## config.mk

```make
export PLATFORM = sky130hd
export DESIGN_NAME = sram_block_controller
export DESIGN_NICKNAME = d
export VERILOG_FILES = /design/src/rtl/sram_block_controller.sv
export SDC_FILE = /design/constraint.sdc
export NUM_CORES = 1
export LEC_CHECK = 0
export ABC_AREA = 0
export BUFFER_PORTS_ARGS = -buffer_cell sky130_fd_sc_hd__buf_2
export CAP_MARGIN = 15
export CORE_ASPECT_RATIO = 1.2
export CORE_MARGIN = 8
export CORE_UTILIZATION = 30
export CTS_CLUSTER_SIZE = 28
export DETAILED_ROUTE_END_ITERATION = 12
export PLACE_DENSITY = 0.65
export SETUP_SLACK_MARGIN = 0.1
export SYNTH_ARGS = -nofsm -noshare
export SYNTH_HDL_FRONTEND = slang
export SYNTH_SLANG_ARGS = --single-unit
```

## constraint.sdc

```tcl
create_clock -name Clock -period 1.8 [get_ports Clock]
set_input_delay 0.18 -clock Clock [delete_from_list [all_inputs] [get_ports Clock]]
set_output_delay 0.18 -clock Clock [all_outputs]
set_load 0.05 [all_outputs]
```

## src/rtl/sram_block_controller.sv

```systemverilog
// sram_block_controller: maps a 68k bus cycle onto one of NUM_BLK SRAM blocks, inserts wait states, returns Dtack.
// Define SRAM_WRITE_PROTECT_EN to add a per-block write-protect mask that answers protected writes with BErr.
module sram_block_controller #(
   parameter int ADDR_W      = 17,
   parameter int BLK_LOG2    = 2,
   parameter int WAIT_STATES = 1,
   localparam int NUM_BLK    = 2**BLK_LOG2
) (
   input  logic               Clock,
   input  logic               Reset_L,
   input  logic [ADDR_W-1:0]  Address,
   input  logic               SRamSelect_H,
   input  logic               AS_L,
   input  logic               RW,
   input  logic               UDS_L,
   input  logic               LDS_L,
   output logic [NUM_BLK-1:0] BlockSel_H,
   output logic               SRamOE_L,
   output logic               SRamWE_L,
   output logic               SRamUB_L,
   output logic               SRamLB_L,
   output logic               Dtack_L,
   output logic               BErr_L,
   input  logic               WpLoad_H,
   input  logic [NUM_BLK-1:0] WpData
);

   typedef enum logic [2:0] {IDLE, SEL, WAIT, ACK, HOLD} state_t;

   state_t              state, state_next;
   logic [3:0]          wait_cnt, wait_cnt_next;
   logic [BLK_LOG2-1:0] addr_blk;
   logic [BLK_LOG2-1:0] blk_idx;
   logic                rw_lat;
   logic                wp_hit;
   logic                wp_hit_now;
   logic                start;
   logic                active;
   logic                ack_phase;
   logic                unused_ok;

   assign addr_blk = Address[ADDR_W-1 -: BLK_LOG2];
   assign start    = (state == IDLE) && !AS_L && SRamSelect_H;

`ifdef SRAM_WRITE_PROTECT_EN
   logic [NUM_BLK-1:0] wp_mask;

   always_ff @(posedge Clock or negedge Reset_L) begin
      if (!Reset_L) begin
         wp_mask <= '0;
      end else if (WpLoad_H) begin
         wp_mask <= WpData;
      end
   end

   assign wp_hit_now = !RW && wp_mask[addr_blk];
   assign unused_ok  = ^Address[ADDR_W-BLK_LOG2-1:0];
`else
   assign wp_hit_now = 1'b0;
   assign unused_ok  = ^{Address[ADDR_W-BLK_LOG2-1:0], WpLoad_H, WpData};
`endif

   always_ff @(posedge Clock or negedge Reset_L) begin
      if (!Reset_L) begin
         state    <= IDLE;
         wait_cnt <= '0;
      end else begin
         state    <= state_next;
         wait_cnt <= wait_cnt_next;
      end
   end

   // Block, direction and protection verdict are frozen for the whole bus cycle
   always_ff @(posedge Clock or negedge Reset_L) begin
      if (!Reset_L) begin
         blk_idx <= '0;
         rw_lat  <= 1'b1;
         wp_hit  <= 1'b0;
      end else if (start) begin
         blk_idx <= addr_blk;
         rw_lat  <= RW;
         wp_hit  <= wp_hit_now;
      end
   end

   always_comb begin
      state_next    = state;
      wait_cnt_next = wait_cnt;
      case (state)
         IDLE: begin
            if (start) state_next = SEL;
         end
         SEL: begin
            if (AS_L) begin
               state_next = IDLE;
            end else if (wp_hit || (WAIT_STATES == 0)) begin
               state_next = ACK;
            end else begin
               state_next    = WAIT;
               wait_cnt_next = 4'(WAIT_STATES - 1);
            end
         end
         WAIT: begin
            if (AS_L) begin
               state_next = IDLE;
            end else if (wait_cnt == 4'd0) begin
               state_next = ACK;
            end else begin
               wait_cnt_next = wait_cnt - 4'd1;
            end
         end
         ACK:     state_next = HOLD;
         HOLD: begin
            if (AS_L) state_next = IDLE;
         end
         default: state_next = IDLE;
      endcase
   end

   // A protected write still selects the block but never strobes WE and answers with BErr instead of Dtack
   always_comb begin
      active     = (state != IDLE);
      ack_phase  = (state == ACK) || (state == HOLD);
      BlockSel_H = '0;
      SRamOE_L   = 1'b1;
      SRamWE_L   = 1'b1;
      SRamUB_L   = 1'b1;
      SRamLB_L   = 1'b1;
      Dtack_L    = 1'b1;
      BErr_L     = 1'b1;
      if (active) begin
         BlockSel_H[blk_idx] = 1'b1;
         SRamOE_L = !rw_lat;
         SRamWE_L = rw_lat || wp_hit;
         SRamUB_L = UDS_L;
         SRamLB_L = LDS_L;
         if (ack_phase) begin
            Dtack_L = wp_hit;
            BErr_L  = !wp_hit;
         end
      end
   end

endmodule

```

; ---- Yosys cells after proc, flatten, opt, wreduce, memory -nomap -nowiden
; Cells that the tools add are included.
[op_classes]
add_sub_neg = 1
order_cmp = 2
reduce_logical = 12
n_eq_ne = 10
mux = 19
[ops]
columns = cell, n
row1 = 4-bit 2-to-1 mux, 4
row2 = 3-bit one-hot mux with 5 select lines, 1
row3 = 3-bit 2-to-1 mux, 4
row4 = 2-bit != test (second input constant), 5
row5 = 4-bit one-hot mux with 2 select lines, 1
row6 = 1-bit 2-to-1 mux, 7
row7 = 3-bit by 2-bit == test with 1-bit output (second input constant), 2
row8 = 4-bit zero test, 1
row9 = 4-bit AND reduction, 1
row10 = 4-bit by 1-bit subtractor with 4-bit output (second input constant), 1
row11 = 3-bit by 1-bit == test with 1-bit output (second input constant), 1
row12 = 3-bit == test (second input constant), 1
row13 = 1-bit logical AND, 3
row14 = 3-bit zero test, 1
row15 = 2-bit by 3-bit < comparator with 1-bit output (second input constant), 1
row16 = 3-bit != test (second input constant), 1
row17 = 3-bit AND reduction, 1
row18 = 3-bit nonzero test, 1
row19 = 1-bit demux with 2-bit select, 1
row20 = 2-bit by 1-bit >= comparator with 1-bit output (second input constant), 1
row21 = 1-bit zero test, 2
row22 = 2-bit 2-to-1 mux, 1
row23 = 2-bit nonzero test, 1
row24 = 1-bit logical OR, 1
[totals]
elab_cells = 48
regBits = 10
inputBits = 29
output_inout_bits = 10

; ---- Longest topological paths before layout
; Gate-level depths: netlist of the first run.
[depth]
word_depth = 5
depth_mapped = 5

; ---- Worst setup path after synthesis of the first run
; OpenSTA, ideal clock, no wires.
[synth_timing]
path_type = register to output
startpoint = reg state[0]
endpoint = out BlockSel_H[2]
path_stages_with_launch = 4
slack_ns = -0.183
arrival_ns = 1.803
path_cell_list = dfrtp_1 -> buf_2 -> nor3_1 -> nor3b_1
[synth_via]
elab_chain_cells = 2
[synth_lines]
columns = item, line_no
row1 = "start, declared", 30  ; state_t state, state_next;
row2 = "start signal, assigned", 68  ; state <= state_next;
row3 = 3-bit nonzero test, 122  ; active = (state != IDLE);
row4 = 4-bit 2-to-1 mux, 131  ; if (active) begin
row5 = "end, declared", 17  ; output logic [NUM_BLK-1:0] BlockSel_H,
; No other way between the ends.

; ---- Worst setup path in the final report of the first run
[layout_timing]
startpoint = reg state[2]
endpoint = out BlockSel_H[3]
; The elaborated chain is that of the path after synthesis.

==> impl_metrics.yaml, run 1 <==
detailed_routing:
  wirelength_mm: 1.58
  viasPerCell: 4.95
  wire_per_inst_um: 12.6
  first_iter_violations: 16
  drc_errors: 0
  ant_nets: 0
  vias: 619
  firstDrtPassIters: 4
setup_path:
  ff2ff_setup_slack_ps: 300
  required_ps: 1620
  path_class: "reg -> out"
  crit_path_max_fanout: 6
  r2r-end: "wait_cnt[0]"
  ff2ff_path_depth: 5
  cp-start-kind: "flip-flop"
  cp.arrival_ps: 1460
  r2r_start: "wait_cnt[0]"
  worst_setup_path_end_kind: "output pin"
  crit_path_start: "state[2]"
power_and_ir_drop:
  pwr-share-seq_pct: 38.9
  swShare_pct: 43.1
  powerDensity_nw_per_um2: 1130
  intPower_uw: 547
  pwr-share-clk_pct: 16.3
  ir_worst_vdd_mv: 0.328
  p_total_uw: 961
  leakagePower_nw: 0.371
  switchingPower_uw: 414
  power_frac_comb_pct: 44.8
place:
  io_buffer_count: 17
  dpl_worst_slack_ps: 314
  post-dp-hpwl_mm: 1.26
  dpl_cell_area_um2: 805
  routabilityCongestion: 0.793
cts:
  cts_tree: "yes"
  cts_root_buf: "clkbuf_4"
  post_cts_buffers: 0
  clockBufferDepth: 2
  h-tree-depth: 1
  clk_latency_ps: 260
  numClockSinks: 10
  clk_pin_slew_ps: 70
  numCtsBuffers: 3
die:
  fp.dieArea_um2: 4120
  rows: 19
  die_w_um: 59.9
  ios: 39
  coreArea_um2: 2230
  start_util_pct: 31.1
  die-height_um: 68.7
logic_synthesis:
  syn_nets: 105
  synth-seq-cells: 10
  synth-async-reset-ratio_pct: 100
  ys_seq_area_share_pct: 36.2
  synth_common_cells: "dfrtp_1 (9), nand2_1 (6), nor2_1 (5), inv_1 (4), nand2b_1 (4)"
  syn_inst: 74
  synth_top_cell_area_share_pct: 32.4
  synth_area_um2: 694
  synthTopCellsByArea: "dfrtp_1 (32%), buf_6 (4.9%), mux2_2 (4.9%), dfstp_2 (3.8%), ha_1 (3.6%)"
  syn_area_per_cell_um2: 9.38
  yosysWarnings: 0
  yosysMostFrequentCell: "dfrtp_1"
  synth_ff_type: "dfrtp_1"
  synth_top_area_cell: "dfrtp_1"
  synth_edf_count: 0
  synth_cell_type_count: 37
global_route:
  grt_max_degree: 15
  use_met1_pct: 8.80
  grt_pass1_vias: 600
  antenna_found_initial: 0
  met3_usage_pct: 2.04
  grtUsageMet2_pct: 14.4
  grt_first_pass_wirelength_mm: 2.64
  grtUsageTotal_pct: 8.42
  top_usage_layer: "met2"
  grt_overflow_total: 0
sta:
  grt_setup_unrepaired: "no"
  fin_skew_ps: 7.29
  tns_ps: 0
  setup_violations: 0
  finalWorstSetupSlack_ps: 159
  slew_viol_final: 0
  period_minus_slack_ps: 1640
  fmax_mhz: 609
  hold_viol: 0
  period_share_pct: 91.2
layout:
  final_area_um2: 853
  nNetsFinal: 126
  diodes: 0
  layout-drive-gt1-share_pct: 38.3
  syn_to_final_growth_pct: 22.9
run:
  drv_cap: 0
worst_hold_path:
  hp-start: "Address[16]"
  holdPathStages: 2
  hold_class: "in -> reg"
  min_to: "blk_idx[1]"
run_status:
  status: "completed"
==> layout by cell type, fill, tap and decap left out, drive strengths merged, types with 3 or more instances in the layout <==
cell type / netlist / routed
buf: 5 / 20
dfrtp: 9 / 9
nand2: 6 / 6
nor2: 5 / 5
inv: 4 / 4
nand2b: 4 / 4
clkbuf: 0 / 4
o21ai: 4 / 4
nand3: 3 / 3
mux2: 3 / 3
nor3: 3 / 3
o311ai: 3 / 3
==> flip-flops by register name, summed over array words and instances, names as in the netlist <==
name / flops
wait_cnt: 4
blk_idx: 2
rw_lat: 1
state: 3
==> metal layers <==
layer	up-vias	routed length, um
li1	305	-
met1	289	669
met2	21	746
met3	4	129
met4	0	35
met5	-	0
==> worst max-delay path, stage by stage (launching register included) <==
cell     delay, ps
dfrtp_1        380
or3_4          420
and3_1         190
buf_2          210
==> timing repair <==
action,in CTS,in global routing
setup endpoints to repair,1,3
resized for setup,1,2
pin swaps,0,0
endpoints found under the hold margin,9,0
hold buffers,1,0
==> how the worst max path moves through the flow <==
stage | endpoint | depth (start not counted)
after global placement | wait_cnt[0] | 5
after global routing | BlockSel_H[3] | 3
after CTS | BlockSel_H[2] | 4
final | BlockSel_H[3] | 3
after detailed placement | wait_cnt[0] | 5
after floorplan | BlockSel_H[2] | 3
==> stage by stage <==
stage | hold slack [ps] | utilization (%) | instances
after floorplan | -116 | - | 74
after global placement | 54.8 | 36.0 | 120
after detailed placement | 55.0 | 36.0 | 120
after CTS | 160 | 37.8 | 125
after global routing | 160 | 38.2 | 125
final | 165 | 38.2 | 125
==> area by class of cell <==
class                      instances  area [um2]
fill                             237        1380
multi-input combinational         55         404
sequential                        10         251
timing repair buffer              21         118
tap                               31        38.8
clock buffer                       4        26.3
inverter                           4        15.0
==> power groups by stage <==
| stage | Sequential [mW] | Combinational, mW | Clock (mW) |
|---|---|---|---|
| floorplan | 0.357 | 0.341 | 0 |
| global route | 0.383 | 0.470 | 0.174 |
| CTS | 0.373 | 0.429 | 0.164 |
| finish | 0.373 | 0.431 | 0.157 |
| detailed placement | 0.376 | 0.421 | 0 |
| global placement | 0.370 | 0.410 | 0 |
==> cell families after synthesis <==
| group | synth area share, % |
|---|---|
| and+or+nand+nor | 30.5 |
| AOI/OAI and AO/OA | 14.2 |
| DFF | 36.2 |
| buffers and inverters | 8.83 |
| muxes | 4.86 |
| adders and majority gates | 3.60 |
| other | 0.540 |
| xor gates and xnor gates | 1.26 |
Power figures use the tool's default switching activity.
==> inputs of run 2 (changes only) <==
Settings changed: CTS_CLUSTER_DIAMETER from default to 80, PLACE_DENSITY 0.65 to 0.67.
Clock period 1.8 ns to 1.45 ns, I/O delays scaled along.
==> impl_metrics.yaml, run 2 (synthesis results as in run 1) <==
run_status:
  status: "complete, but fails checks"
  violations: "setup timing"
cts:
  clk_latency_ps: 260
  h-tree-depth: 1
  numClockSinks: 10
  cts_tree: "yes"
  numCtsBuffers: 3
  clk_pin_slew_ps: 70
  cts_root_buf: "clkbuf_4"
  clockBufferDepth: 2
global_route:
  grt_pass1_vias: 706
  grt_max_degree: 11
  antenna_found_initial: 0
  grtUsageTotal_pct: 9.65
  grt_overflow_total: 0
  grt_first_pass_wirelength_mm: 2.97
place:
  post-dp-hpwl_mm: 1.33
  io_buffer_count: 17
  dpl_cell_area_um2: 867
  dp_cells: 124
  routabilityCongestion: 0.796
layout:
  nNetsFinal: 142
  diodes: 0
  final_common_cell: "buf_6"
  top_regs: "wait_cnt x4, state x3, blk_idx x2"
  top_register: "wait_cnt"
  layout_common_cells: "buf_6 (15), buf_4 (10), dfrtp_1 (9), buf_2 (9), nand2_1 (5)"
  final_area_um2: 1150
  layout-drive-gt1-share_pct: 57.3
  largest_reg_flops: 4
  final_cells: 141
  syn_to_final_growth_pct: 65.2
  final_util_pct: 51.3
die:
  die_w_um: 59.9
  start_util_pct: 31.1
  ios: 39
  rows: 19
  coreArea_um2: 2230
  fp.dieArea_um2: 4120
  die-height_um: 68.7
detailed_routing:
  first_iter_violations: 14
  drc_errors: 0
  viasPerCell: 5.01
  wirelength_mm: 2.01
  ant_nets: 0
  wire_per_inst_um: 14.3
  firstDrtPassIters: 4
  vias: 707
sta:
  period_minus_slack_ps: 1550
  setup_violations: 9
  fin_skew_ps: 1.80
  fmax_mhz: 645
  period_share_pct: 107
  slew_viol_final: 0
  hold_viol: 0
  finalWorstSetupSlack_ps: -99.3
  grt_setup_unrepaired: "yes"
setup_path:
  r2r_start: "state[0]"
  crit_path_start: "state[2]"
  required_ps: 1310
  worst_setup_path_end_kind: "output pin"
  path_class: "reg -> out"
  ff2ff_setup_slack_ps: 10
  cp.arrival_ps: 1400
  crit_path_max_fanout: 6
  cp-start-kind: "flip-flop"
worst_hold_path:
  hp-start: "RW"
  hold_class: "in -> reg"
power_and_ir_drop:
  powerDensity_nw_per_um2: 1320
  p_total_mw: 1.51
  ir_worst_vdd_mv: 0.533
  leakagePower_nw: 0.500
run:
  drv_cap: 0
run 2: cell count changes in the layout (fill, tap and decap cells not counted), moves of 2 or more:
cell	change
buf_2	-8
buf_6	+15
buf_4	+7
nor3_2	-2
nor3_4	+2
nor2_1	-2
run 2: critical path: stages (launching register included):
cell	delay, ps
dfrtp_1	390
or3_4	410
and3_4	190
buf_6	140
run 2: final timing paths:
kind | to | depth (start not counted)
worst max register to register | wait_cnt[1] | 6
worst min-delay path | rw_lat | 2
min in group asynchronous | wait_cnt[3] | 2
worst max-delay path | BlockSel_H[3] | 3
max in group asynchronous | rw_lat | 2
worst min register to register | wait_cnt[2] | 1
run 2: metrics by stage:
| step | TNS (ps) | hold WS (ps) | worst slack (ps) |
|---|---|---|---|
| 3_3_place_gp | 0 | 12.2 | 84.8 |
| 2_1_floorplan | 0 | -151 | 83.1 |
| 4_1_cts | -386 | 115 | -107 |
| 5_1_grt | -853 | 111 | -140 |
| 3_5_place_dp | 0 | 18.7 | 74.3 |
| 6_report | -344 | 118 | -99.3 |
run 2: power by group:
part	internal [mW]	switching, mW
Combinational	0.386	0.413
Clock	0.152	0.0997
Sequential	0.363	0.0999
Total	0.902	0.612
run 2: final cells by class:
type,count,area [um2]
fillers,214,1090
well taps,31,38.8
clock buffers,4,36.3
repair buffers,37,334
flip-flops and latches,10,251
multi-input cells,55,472
inverters,4,15.0
run 2: repair_timing:
| item | 4_1_cts | 5_1_grt |
|---|---|---|
| cloned | 1 | 0 |
| hold endpoints to repair | 10 | 0 |
| buffers inserted | 8 | 3 |
| pin swaps | 8 | 7 |
| resized for setup | 30 | 10 |
| hold buffers | 1 | 0 |
| setup endpoints to repair | 12 | 16 |
run 2: layer usage:
layer  GRT usage [%]  routed length (um)  vias up
li1                -                   -      338
met1            8.82                 820      346
met2            18.4                1080       19
met3            1.48                  71        4
met4            8.06                  43        0
met5               0                   0        -
==> inputs of run 3 (changes only) <==
Settings changed: BUFFER_PORTS_ARGS -buffer_cell sky130_fd_sc_hd__buf_2 to default, CORE_ASPECT_RATIO 1.2 to 0.7, DONT_BUFFER_PORTS from default to 1, PLACE_DENSITY 0.67 to 0.52.
==> impl_metrics.yaml, run 3 (synthesis results as in run 1) <==
global_route:
  grt_max_degree: 11
  grt_first_pass_wirelength_mm: 3.38
  grt_overflow_total: 0
  grtUsageTotal_pct: 10.6
  antenna_found_initial: 0
  grt_pass1_vias: 700
setup_path:
  path_common_cell: "buf_6"
  path_delay_family: "buffers and inverters"
  path_cells: "buf_6 -> nor2_4 -> buf_6 -> nand2_4 -> o21a_1 -> buf_12"
  r2r-end: "wait_cnt[1]"
  cp-start-kind: "flip-flop"
  cp.arrival_ps: 1400
  required_ps: 1310
  crit_path_max_fanout: 5
  path_class: "reg -> out"
  critPathSlowestCell: "dfrtp_1"
  critPathBufInv: 3
  cpPeakStageDelay_ps: 430
  ff2ff_setup_slack_ps: 90
  worst_setup_path_end_kind: "output pin"
  r2r_start: "state[0]"
  ff2ff_path_depth: 5
worst_hold_path:
  holdPathStages: 1
  min_to: "blk_idx[1]"
  hp-start: "Address[16]"
  hold_class: "in -> reg"
layout:
  layout-drive-gt1-share_pct: 54.8
  syn_to_final_growth_pct: 69.5
  largest_reg_flops: 4
  top_register: "wait_cnt"
  diodes: 0
  final_common_cell: "buf_4"
  top_regs: "wait_cnt x4, state x3, blk_idx x2"
  layout_common_cells: "buf_4 (14), dfrtp_1 (9), buf_6 (7), buf_12 (7)"
  nFillCells: 198
  final_util_pct: 54.2
  nNetsFinal: 136
sta:
  period_minus_slack_ps: 1550
  slew_viol_final: 0
  fin_skew_ps: 9.74
  fmax_mhz: 646
  finalWorstSetupSlack_ps: -98.3
  hold_viol: 0
  setup_violations: 8
  grt_setup_unrepaired: "yes"
  hold_slack_ps: 12.8
  period_share_pct: 107
  tns_ps: -601
detailed_routing:
  wire_per_inst_um: 15.0
  drc_errors: 0
  firstDrtPassIters: 4
  vias: 654
  ant_nets: 0
  viasPerCell: 4.81
  wirelength_mm: 2.04
  first_iter_violations: 6
cts:
  numClockSinks: 10
  clk_pin_slew_ps: 70
  clockBufferDepth: 2
  cts_root_buf: "clkbuf_4"
  clk_latency_ps: 280
  numCtsBuffers: 3
  h-tree-depth: 1
  cts_tree: "yes"
die:
  start_util_pct: 32.0
  coreArea_um2: 2170
  rows: 14
  die_w_um: 73.5
  fp.dieArea_um2: 4140
  ios: 39
  die-height_um: 56.3
power_and_ir_drop:
  ir_worst_vdd_mv: 0.608
  powerDensity_nw_per_um2: 1300
  leakagePower_nw: 0.499
place:
  post-dp-hpwl_mm: 1.37
  routabilityCongestion: 0.822
  dpl_worst_slack_ps: 75.3
  io_buffer_count: 0
run_status:
  status: "complete, but fails checks"
  violations: "setup timing"
run:
  drv_cap: 0
==> run 3: changes by cell type in the layout (fill, tap and decap cells not counted), moves of 4 or more <==
cell    previous run  this run
buf_2              9         1
buf_6             15         7
buf_12             1         7
buf_4             10        14
==> run 3: power by group <==
| part | switching (mW) | total, mW | internal (mW) | leakage (nW) |
|---|---|---|---|---|
| Clock | 0.0995 | 0.206 | 0.107 | 0.0150 |
| Combinational | 0.424 | 0.854 | 0.430 | 0.367 |
| Sequential | 0.107 | 0.471 | 0.363 | 0.117 |
==> run 3: final cells by class <==
type / count / area (um2) / share of cell area [%]
multi-input combinational: 55 / 495 / 42.1
inverter: 4 / 15.0 / 1.28
clock buffer: 4 / 26.3 / 2.23
sequential: 10 / 251 / 21.4
tap: 32 / 40.0 / 3.40
timing repair buffer: 31 / 349 / 29.6
==> run 3: how the worst max path moves through the flow <==
stage | to | from | slack (ps) | cells after the start
after global routing | BlockSel_H[1] | state[1] | -160 | 4
after CTS | BlockSel_H[1] | state[2] | -80 | 4
after floorplan | SRamLB_L | state[1] | 80 | 2
final | Dtack_L | state[0] | -100 | 6
after detailed placement | BlockSel_H[3] | state[2] | 80 | 2
after global placement | BlockSel_H[3] | state[2] | 80 | 2
==> run 3: per-stage QoR <==
step                      area [um2]  instances  total power, mW
final                           1180        136             1.53
after global routing            1180        136             1.64
after CTS                       1100        132             1.46
after detailed placement         926        117             1.16
after global placement           926        117             1.14
after floorplan                  724         74            0.898
==> run 3: what timing repair did <==
item,4_1_cts,5_1_grt
pin swaps,6,8
cloned,0,1
hold buffers,2,0
gates resized for setup,15,11
hold endpoints to repair,13,0
setup endpoints to repair,9,17
buffers inserted,10,3
==> run 3: layer usage <==
metal | vias up | GRT usage (%) | wire [um]
li1 | 326 | - | -
met1 | 311 | 13.0 | 900
met2 | 12 | 16.4 | 972
met3 | 5 | 4.96 | 118
met4 | 0 | 1.70 | 43
met5 | - | 0 | 0
